<file path="config.mk">
export PLATFORM = sky130hd
export DESIGN_NAME = jedro_1_ifu
export DESIGN_NICKNAME = d
export VERILOG_FILES = /design/src/rtl/jedro_1_defines.sv /design/src/rtl/jedro_1_ifu_fifo.sv /design/src/rtl/jedro_1_ifu.sv
export SDC_FILE = /design/constraint.sdc
export NUM_CORES = 1
export LEC_CHECK = 0
export BUFFER_PORTS_ARGS = -buffer_cell sky130_fd_sc_hd__buf_2
export CORE_MARGIN = 1
export CORE_UTILIZATION = 50
export DETAILED_ROUTE_END_ITERATION = 7
export PLACE_DENSITY = 0.82
export SETUP_SLACK_MARGIN = 0.1
export SYNTH_ARGS = -nofsm -noshare
export SYNTH_HDL_FRONTEND = slang
export SYNTH_SLANG_ARGS = --single-unit
export TNS_END_PERCENT = 1
</file>
<file path="constraint.sdc">
create_clock -name clk_i -period 4.1 [get_ports clk_i]
set_input_delay 1.025 -clock clk_i [delete_from_list [all_inputs] [get_ports clk_i]]
set_output_delay 1.025 -clock clk_i [all_outputs]
set_load 0.01 [all_outputs]
</file>
<file path="src/rtl/jedro_1_defines.sv">
// Shared types for the jedro_1 instruction fetch unit: fetch FSM states and the
// prefetch FIFO entry (instruction word plus its byte address).
package jedro_1_defines;

  localparam int unsigned IFU_XLEN = 32;

  typedef enum logic [1:0] {
    BOOT  = 2'd0,
    RUN   = 2'd1,
    FLUSH = 2'd2
  } ifu_state_e;

  typedef struct packed {
    logic [IFU_XLEN-1:0] instr;
    logic [IFU_XLEN-1:0] addr;
  } ifu_entry_t;

endpackage

</file>
<file path="src/rtl/jedro_1_ifu_fifo.sv">
// Prefetch buffer for the IFU: synchronous FIFO with a synchronous clear that
// empties it in one cycle. Push and pop may happen in the same cycle, even when full.
module jedro_1_ifu_fifo
  import jedro_1_defines::*;
#(
  parameter int unsigned DEPTH = 4
) (
  input  logic                   clk_i,
  input  logic                   rst_i,
  input  logic                   clear_i,
  input  logic                   push_i,
  input  ifu_entry_t             data_i,
  input  logic                   pop_i,
  output ifu_entry_t             head_o,
  output logic                   empty_o,
  output logic [$clog2(DEPTH):0] count_o
);

  localparam int unsigned PTR_W = $clog2(DEPTH);

  ifu_entry_t           mem_q [DEPTH];
  logic [PTR_W-1:0]     rd_ptr_q;
  logic [PTR_W-1:0]     wr_ptr_q;
  logic [PTR_W:0]       count_q;
  logic                 full;
  logic                 do_push;
  logic                 do_pop;

  assign empty_o = (count_q == '0);
  assign full    = (count_q == (PTR_W+1)'(DEPTH));
  assign do_pop  = pop_i && !empty_o;
  // A pop in the same cycle frees the slot, so a push into a full FIFO is still legal.
  assign do_push = push_i && (!full || do_pop);

  always_ff @(posedge clk_i) begin
    if (rst_i || clear_i) begin
      rd_ptr_q <= '0;
      wr_ptr_q <= '0;
      count_q  <= '0;
    end else begin
      if (do_push) wr_ptr_q <= wr_ptr_q + 1'b1;
      if (do_pop)  rd_ptr_q <= rd_ptr_q + 1'b1;
      case ({do_push, do_pop})
        2'b10:   count_q <= count_q + 1'b1;
        2'b01:   count_q <= count_q - 1'b1;
        default: count_q <= count_q;
      endcase
    end
  end

  always_ff @(posedge clk_i) begin
    if (do_push) mem_q[wr_ptr_q] <= data_i;
  end

  assign head_o  = mem_q[rd_ptr_q];
  assign count_o = count_q;

endmodule

</file>
<file path="src/rtl/jedro_1_ifu.sv">
// jedro_1 instruction fetch unit: sequential prefetch into a small FIFO with redirect.
// Define JEDRO_1_IFU_MISALIGN_EN to reject misaligned redirects and report them on misalign_o.
module jedro_1_ifu
  import jedro_1_defines::*;
#(
  parameter int unsigned           DATA_WIDTH = 32,
  parameter int unsigned           ADDR_WIDTH = 32,
  parameter logic [ADDR_WIDTH-1:0] BOOT_ADDR  = '0,
  parameter int unsigned           FIFO_DEPTH = 4
) (
  input  logic                  clk_i,
  input  logic                  rst_i,
  output logic                  imem_en_o,
  output logic [ADDR_WIDTH-1:0] imem_addr_o,
  input  logic [DATA_WIDTH-1:0] imem_rdata_i,
  input  logic                  jmp_i,
  input  logic [ADDR_WIDTH-1:0] jmp_addr_i,
  output logic [DATA_WIDTH-1:0] instr_o,
  output logic [ADDR_WIDTH-1:0] instr_addr_o,
  output logic                  instr_valid_o,
  input  logic                  instr_ready_i
`ifdef JEDRO_1_IFU_MISALIGN_EN
  ,
  output logic                  misalign_o
`endif
);

  localparam int unsigned CNT_W = $clog2(FIFO_DEPTH) + 1;

  ifu_state_e            state_q, state_d;
  logic [ADDR_WIDTH-1:0] pc_q, pc_d;
  logic                  rsp_pending_q, rsp_pending_d;
  logic [ADDR_WIDTH-1:0] rsp_addr_q;
  logic                  jmp_take;
  logic [ADDR_WIDTH-1:0] jmp_tgt;
  logic [CNT_W-1:0]      fifo_count;
  logic [CNT_W:0]        occupancy;
  logic                  fifo_empty;
  logic                  fifo_push;
  logic                  fifo_pop;
  ifu_entry_t            push_entry;
  ifu_entry_t            head_entry;

`ifdef JEDRO_1_IFU_MISALIGN_EN
  logic misalign_q;

  assign jmp_take = jmp_i && (jmp_addr_i[1:0] == 2'b00);
  assign jmp_tgt  = jmp_addr_i;

  always_ff @(posedge clk_i) begin
    if (rst_i) misalign_q <= 1'b0;
    else       misalign_q <= jmp_i && (jmp_addr_i[1:0] != 2'b00);
  end

  assign misalign_o = misalign_q;
`else
  assign jmp_take = jmp_i;
  assign jmp_tgt  = jmp_addr_i & ~ADDR_WIDTH'(3);
`endif

  always_ff @(posedge clk_i) begin
    if (rst_i) state_q <= BOOT;
    else       state_q <= state_d;
  end

  // A redirect always (re)enters FLUSH so the response already on the bus is dropped.
  always_comb begin
    state_d = state_q;
    if (jmp_take) begin
      state_d = FLUSH;
    end else begin
      case (state_q)
        BOOT:    state_d = RUN;
        RUN:     state_d = RUN;
        FLUSH:   state_d = RUN;
        default: state_d = BOOT;
      endcase
    end
  end

  assign occupancy = {1'b0, fifo_count} + {{CNT_W{1'b0}}, rsp_pending_q};

  always_comb begin
    imem_en_o = 1'b0;
    if (state_q == RUN) imem_en_o = (occupancy < (CNT_W+1)'(FIFO_DEPTH));
  end

  assign imem_addr_o = pc_q;

  always_comb begin
    pc_d          = pc_q;
    rsp_pending_d = imem_en_o && !jmp_take;
    if (jmp_take)       pc_d = jmp_tgt;
    else if (imem_en_o) pc_d = pc_q + ADDR_WIDTH'(4);
  end

  always_ff @(posedge clk_i) begin
    if (rst_i) begin
      pc_q          <= BOOT_ADDR;
      rsp_pending_q <= 1'b0;
      rsp_addr_q    <= '0;
    end else begin
      pc_q          <= pc_d;
      rsp_pending_q <= rsp_pending_d;
      rsp_addr_q    <= pc_q;
    end
  end

  // A redirect clears the FIFO, so both the arriving word and any coincident pop are dropped.
  assign fifo_push        = rsp_pending_q && !jmp_take;
  assign fifo_pop         = instr_valid_o && instr_ready_i && !jmp_take;
  assign push_entry.instr = imem_rdata_i;
  assign push_entry.addr  = rsp_addr_q;

  jedro_1_ifu_fifo #(
    .DEPTH (FIFO_DEPTH)
  ) u_fifo (
    .clk_i   (clk_i),
    .rst_i   (rst_i),
    .clear_i (jmp_take),
    .push_i  (fifo_push),
    .data_i  (push_entry),
    .pop_i   (fifo_pop),
    .head_o  (head_entry),
    .empty_o (fifo_empty),
    .count_o (fifo_count)
  );

  assign instr_valid_o = !fifo_empty;
  assign instr_o       = fifo_empty ? '0 : head_entry.instr;
  assign instr_addr_o  = fifo_empty ? '0 : head_entry.addr;

endmodule

</file>
; ---- Word level (Yosys, flattened, before mapping)
; Memory sizes are Yosys's and may differ from the RTL's. A register that Yosys moved wholly into a read port is not among the register bits.
; Cells that the tools add are included.
; Widths: inputs -> output; s select.
[classes]
addsub = 6
magnitude_cmp = 1
eq_ne = 5
n_mux = 12
n_reduce_logical = 17
[ops]
columns = cell, count
row1 = $mux 32, 4
row2 = $add 32x3->32 const B, 1
row3 = $logic_and 1x1->1, 6
row4 = $mux 2, 3
row5 = $pmux 3 s2, 1
row6 = $add 2x1->2 const B, 2
row7 = $add 3x1->4, 1
row8 = $eq 2x1->1 const B, 2
row9 = $eq 2x2->1 const B, 2
row10 = $lt 4x3->1 const B, 1
row11 = $mux 1, 4
row12 = $reduce_bool 2->1, 2
row13 = $add 3x1->3 const B, 1
row14 = $eq 3x3->1 const B, 1
row15 = $logic_not 1->1, 3
row16 = $logic_not 3->1, 1
row17 = $reduce_or 3->1, 1
row18 = $sub 3x1->3 const B, 1
row19 = $logic_not 2->1, 1
row20 = $logic_or 1x1->1, 2
row21 = $reduce_or 2->1, 1
[word_totals]
register_bits = 74
mem_bits_rw = 256
inputBits = 68
wordCells = 51
memories = 1
[memory_table]
columns = name, depth, width, rd, rd_ports_with_merged_regs, write_ports, line_no
row1 = u_fifo.mem_q, 4, 64, 1, 1, 1, jedro_1_ifu_fifo.sv:21  ; ifu_entry_t mem_q [DEPTH];

; ---- Longest topological paths before layout
[logic_depth]
word_depth = 9
depth_mapped = 11
mapped_depth_nobuf = 9

; ---- Modules after synthesis
; From an unflattened synthesis, not the netlist that was laid out.
[unflattened]
cells_unflattened = 761
hier_area_um2 = 12923.6
[modules_own_cells]
columns = module, n_inst, cells_each, area_per_inst_um2, seq_area_each_um2
row1 = jedro_1_ifu_fifo, 1, 391, 9766.9, 7867.5
row2 = jedro_1_ifu, 1, 370, 3156.8, 1261.2

; ---- Worst setup path after synthesis
; No wires, ideal clock.
[synth_timing]
path_kind = input port to flip-flop
start = in jmp_i
end = mem u_fifo.mem_q[1][10] (netlist bit), enable pin
setup_ps = 426
arrival_time_ps = 3197
path_slack_ps = 477
stages = 5
path_cell_list = clkbuf_1 > clkinv_1 > and3_1 > clkbuf_1 > and2_1
[synth_via]
elab_chain_len = 7
[synth_lines]
columns = item, line_no
row1 = start: declaration, jedro_1_ifu.sv:16  ; input logic jmp_i,
row2 = $logic_not 1->1 (*), "jedro_1_ifu.sv:110, jedro_1_ifu.sv:111"
row3 = $logic_and 1x1->1, jedro_1_ifu.sv:111  ; assign fifo_pop = instr_valid_o && instr_ready_i && !jmp_take;
row4 = $logic_and 1x1->1, jedro_1_ifu_fifo.sv:31  ; assign do_pop = pop_i && !empty_o;
row5 = $logic_or 1x1->1, jedro_1_ifu_fifo.sv:33  ; assign do_push = push_i && (!full || do_pop);
row6 = $logic_and 1x1->1 (*), jedro_1_ifu_fifo.sv:33
row7 = $mux 1 (*), jedro_1_ifu_fifo.sv:52  ; if (do_push) mem_q[wr_ptr_q] <= data_i;
row8 = $mux 1 (not written as such) (*), jedro_1_ifu_fifo.sv:52
row9 = end: declaration, jedro_1_ifu_fifo.sv:21
; Mark *: on every way between the ends. The rest lies on a longest branch, timed or not.

==> results.py <==
metrics = {
    "status": {
        "status": "finished clean",
    },
    "synthesis": {
        "synthAdderAreaFrac_pct": 0.7685,
        "synth-seq-cells": 320,
        "yosys.area_share.simple_pct": 9.676,
        "synthMuxAreaShare_pct": 11.37,
        "async_reset_ff_share_pct": 0,
        "syn-instance-count": 722,
        "yosysWarningCount": 0,
        "avgSynthCellArea_sq_um": 17.14,
        "syn_area_sq_um": 12370,
        "synth_edf_count": 248,
        "synthDistinctLibCells": 47,
        "synth_compound_area_share_pct": 2.063,
        "synth_top_family_by_area": "multiplexers",
        "synth_xor_xnor_area_share_pct": 2.336,
        "synth_flop_cell": "edfxtp_1",
        "synth_sequential_area_ratio_pct": 71.83,
    },
    "floorplanning": {
        "ios": 166,
        "dieWidth_microns": 159.3,
        "num_rows": 57,
        "fp.coreArea_sq_um": 24320,
        "die_area_sq_um": 25380,
        "chipHeight_microns": 159.3,
        "start_util_pct": 50.88,
    },
    "clock_tree": {
        "clockBufferDepth": 3,
        "clk_pin_slew_ps": 60,
        "postCtsHoldBufs": 0,
        "cts_tree": "yes",
        "post_cts_buffers": 0,
        "clock_sinks": 320,
        "h-tree-depth": 2,
        "cts_buffers": 35,
        "clock_latency_ps": 500,
        "root_buffer": "clkbuf_16",
        "cts.repair.resized": 0,
    },
    "timing": {
        "slew_headroom_pct": 34.09,
        "tightestPinTransition_ps": 985.0,
        "final_max_slew_viol_count": 0,
        "setup_slack_ps": 664.3,
        "hold_violations": 0,
        "finalCritPeriodShare_pct": 83.80,
        "setup_viol": 0,
        "final.setup_skew_ps": 16.33,
        "fin_crit_ps": 3436,
        "tns_ps": 0,
        "fmaxAchievable_mhz": 291.1,
        "rsz0062_at_grt": "no",
    },
    "critical_path": {
        "crit_path_start_kind": "flip-flop",
        "worstPathMaxFanout": 21,
        "crit_path_end_kind": "output port",
        "arrival_ps": 2410,
        "crit_type": "reg -> out",
        "required_ps": 3070,
    },
    "power": {
        "power_switching_mw": 1.336,
        "internal_power_mw": 5.580,
        "seq_power_share_pct": 51.7,
        "power_density_nw_per_um2": 470.1,
        "power.leakage_nw": 5.140,
        "clkPwrFrac_pct": 45.8,
        "finalPower_mw": 6.915,
        "swShare_pct": 19.32,
        "p_comb_share_pct": 2.5,
        "worst_ir_drop_vdd_mv": 0.3191,
    },
    "route": {
        "avgViaCountPerCell": 5.438,
        "drc": 0,
        "dr.first_iter.drc_count": 458,
        "wl_mm": 23.86,
        "vias": 6738,
        "drtAntennaViolNets": 0,
        "avgRoutedWirePerCell_microns": 19.26,
        "firstDrtPassIters": 5,
    },
    "grt": {
        "grt_max_degree": 63,
        "grt_antenna_before_repair": 0,
        "overflow": 0,
        "grt_usage_pct": 19.15,
        "grt_pass1_vias": 6851,
        "grt_pass1_wl_mm": 37.52,
    },
    "finish": {
        "insertedDiodeCount": 0,
        "n_fill_cell": 1767,
        "area_delta_synth_final_pct": 18.89,
        "drive_gt1_share_pct": 32.46,
        "final_util_pct": 60.49,
        "final_common_cell": "edfxtp_1",
        "final_cell_mix": "edfxtp_1, buf_2, nor2b_1, dfxtp_1, mux4_2",
        "fin_nets": 965,
        "final_cells": 1239,
    },
    "min_path": {
        "hold_path_class": "reg -> reg",
    },
    "placed_design": {
        "pre_cts_slack_ps": 834.1,
        "port_buffers": 159,
        "gp_congestion": 0.7861,
        "place_hpwl_mm": 14.21,
        "dp.cells": 1177,
    },
    "run": {
        "cap_violations": 0,
    },
}
[synth_stat cells, types with 2 or more instances]
| master | count | area, sq um |
|---|---|---|
| mux4_2 | 62 | 1396 |
| a211oi_1 | 17 | 127.6 |
| nand3_1 | 12 | 60.06 |
| buf_6 | 2 | 22.52 |
| and4_1 | 2 | 17.52 |
| xnor2_1 | 12 | 105.1 |
| buf_2 | 8 | 40.04 |
| and3_1 | 7 | 43.79 |
| nor2b_1 | 91 | 569.3 |
| ha_1 | 6 | 75.07 |
| xor2_1 | 21 | 183.9 |
| nor2_1 | 35 | 131.4 |
| o21ai_0 | 4 | 20.02 |
| and2_1 | 8 | 50.05 |
| nand2_1 | 21 | 78.83 |
| inv_1 | 11 | 41.29 |
| buf_4 | 4 | 30.03 |
| nor3_1 | 4 | 20.02 |
| clkbuf_1 | 26 | 97.59 |
| a21oi_1 | 8 | 40.04 |
| o22ai_1 | 2 | 12.51 |
| nand4_1 | 15 | 93.84 |
| a22o_1 | 2 | 17.52 |
| edfxtp_1 | 248 | 7447 |
| dfxtp_1 | 72 | 1441 |
[flip-flops by register name (all words and copies together) (netlist names), named ones only]
name             cells
u_fifo.mem_q       248
imem_addr_o         30
rsp_addr_q          30
u_fifo.count_o       3
state_q              2
u_fifo.rd_ptr_q      2
u_fifo.wr_ptr_q      2
rsp_pending_q        1
[cells by family (layout without fill, tap and decap cells)]
family	after synthesis	in the layout
buffers and inverters	53	243
AND/OR/NAND/NOR	208	208
other	1	4
adder cells (fa/ha/maj)	7	7
AO/OA/AOI/OAI	37	37
multiplexers	63	63
flip-flops	320	320
XOR/XNOR	33	33
[worst max-delay path, cell delays in order, from the launching register on]
cell and delay [ps]:
dfxtp_4 650, buf_4 390, mux4_2 540, nor2b_1 160
buf_2 180
[per-layer routing]
| metal | vias up | wire [microns] | track usage [%] | share of wire [%] |
|---|---|---|---|---|
| met2 | 250 | 11340 | 30.84 | 48 |
| met5 | - | 0 | 0 | 0 |
| met3 | 33 | 1495 | 3.959 | 6.3 |
| met4 | 0 | 433 | 5.638 | 1.8 |
| met1 | 3366 | 10590 | 26.58 | 44 |
| li1 | 3089 | - | - | - |
[final timing paths]
check	depth (start not counted)	slack, ps	startpoint	endpoint
setup reg to reg	9	1480	u_fifo.count_o[2]$_SDFFE_PP0P_	u_fifo.count_o[2]$_SDFFE_PP0P_
hold reg to reg	1	450	state_q[0]$_SDFF_PP0_	state_q[0]$_SDFF_PP0_
hold / removal	1	450	state_q[0]$_SDFF_PP0_	state_q[0]$_SDFF_PP0_
setup / recovery	4	660	flip-flop	instr_addr_o[19]
[cell type report]
class                   instances  area, sq um  share of cell area (%)
clock buffers                  48         1008                   6.855
clock inverters                14        175.2                   1.191
inverters                      12        45.04                  0.3062
multi-input cells             352         3273                   22.25
flip-flops and latches        320         8896                   60.47
well taps                     324        405.4                   2.756
repair buffers                169        908.4                   6.175
[power by group through the flow]
stage                     Sequential, mW  Clock (mW)  Combinational (mW)
after floorplan                     3.64           0              0.0834
after global placement              3.64           0               0.170
after detailed placement            3.64           0               0.175
after CTS                           3.57        3.23               0.176
after global routing                3.58        3.36               0.193
final                               3.58        3.16               0.175
[through the flow]
step | cell area, sq um | hold slack [ps]
after CTS | 14710 | 450.8
after global placement | 13530 | 432.6
after detailed placement | 13530 | 447.9
after global routing | 14710 | 486.8
final | 14710 | 452.5
after floorplan | 12390 | 421.1
No activity file was read; power rests on OpenSTA's default activity.
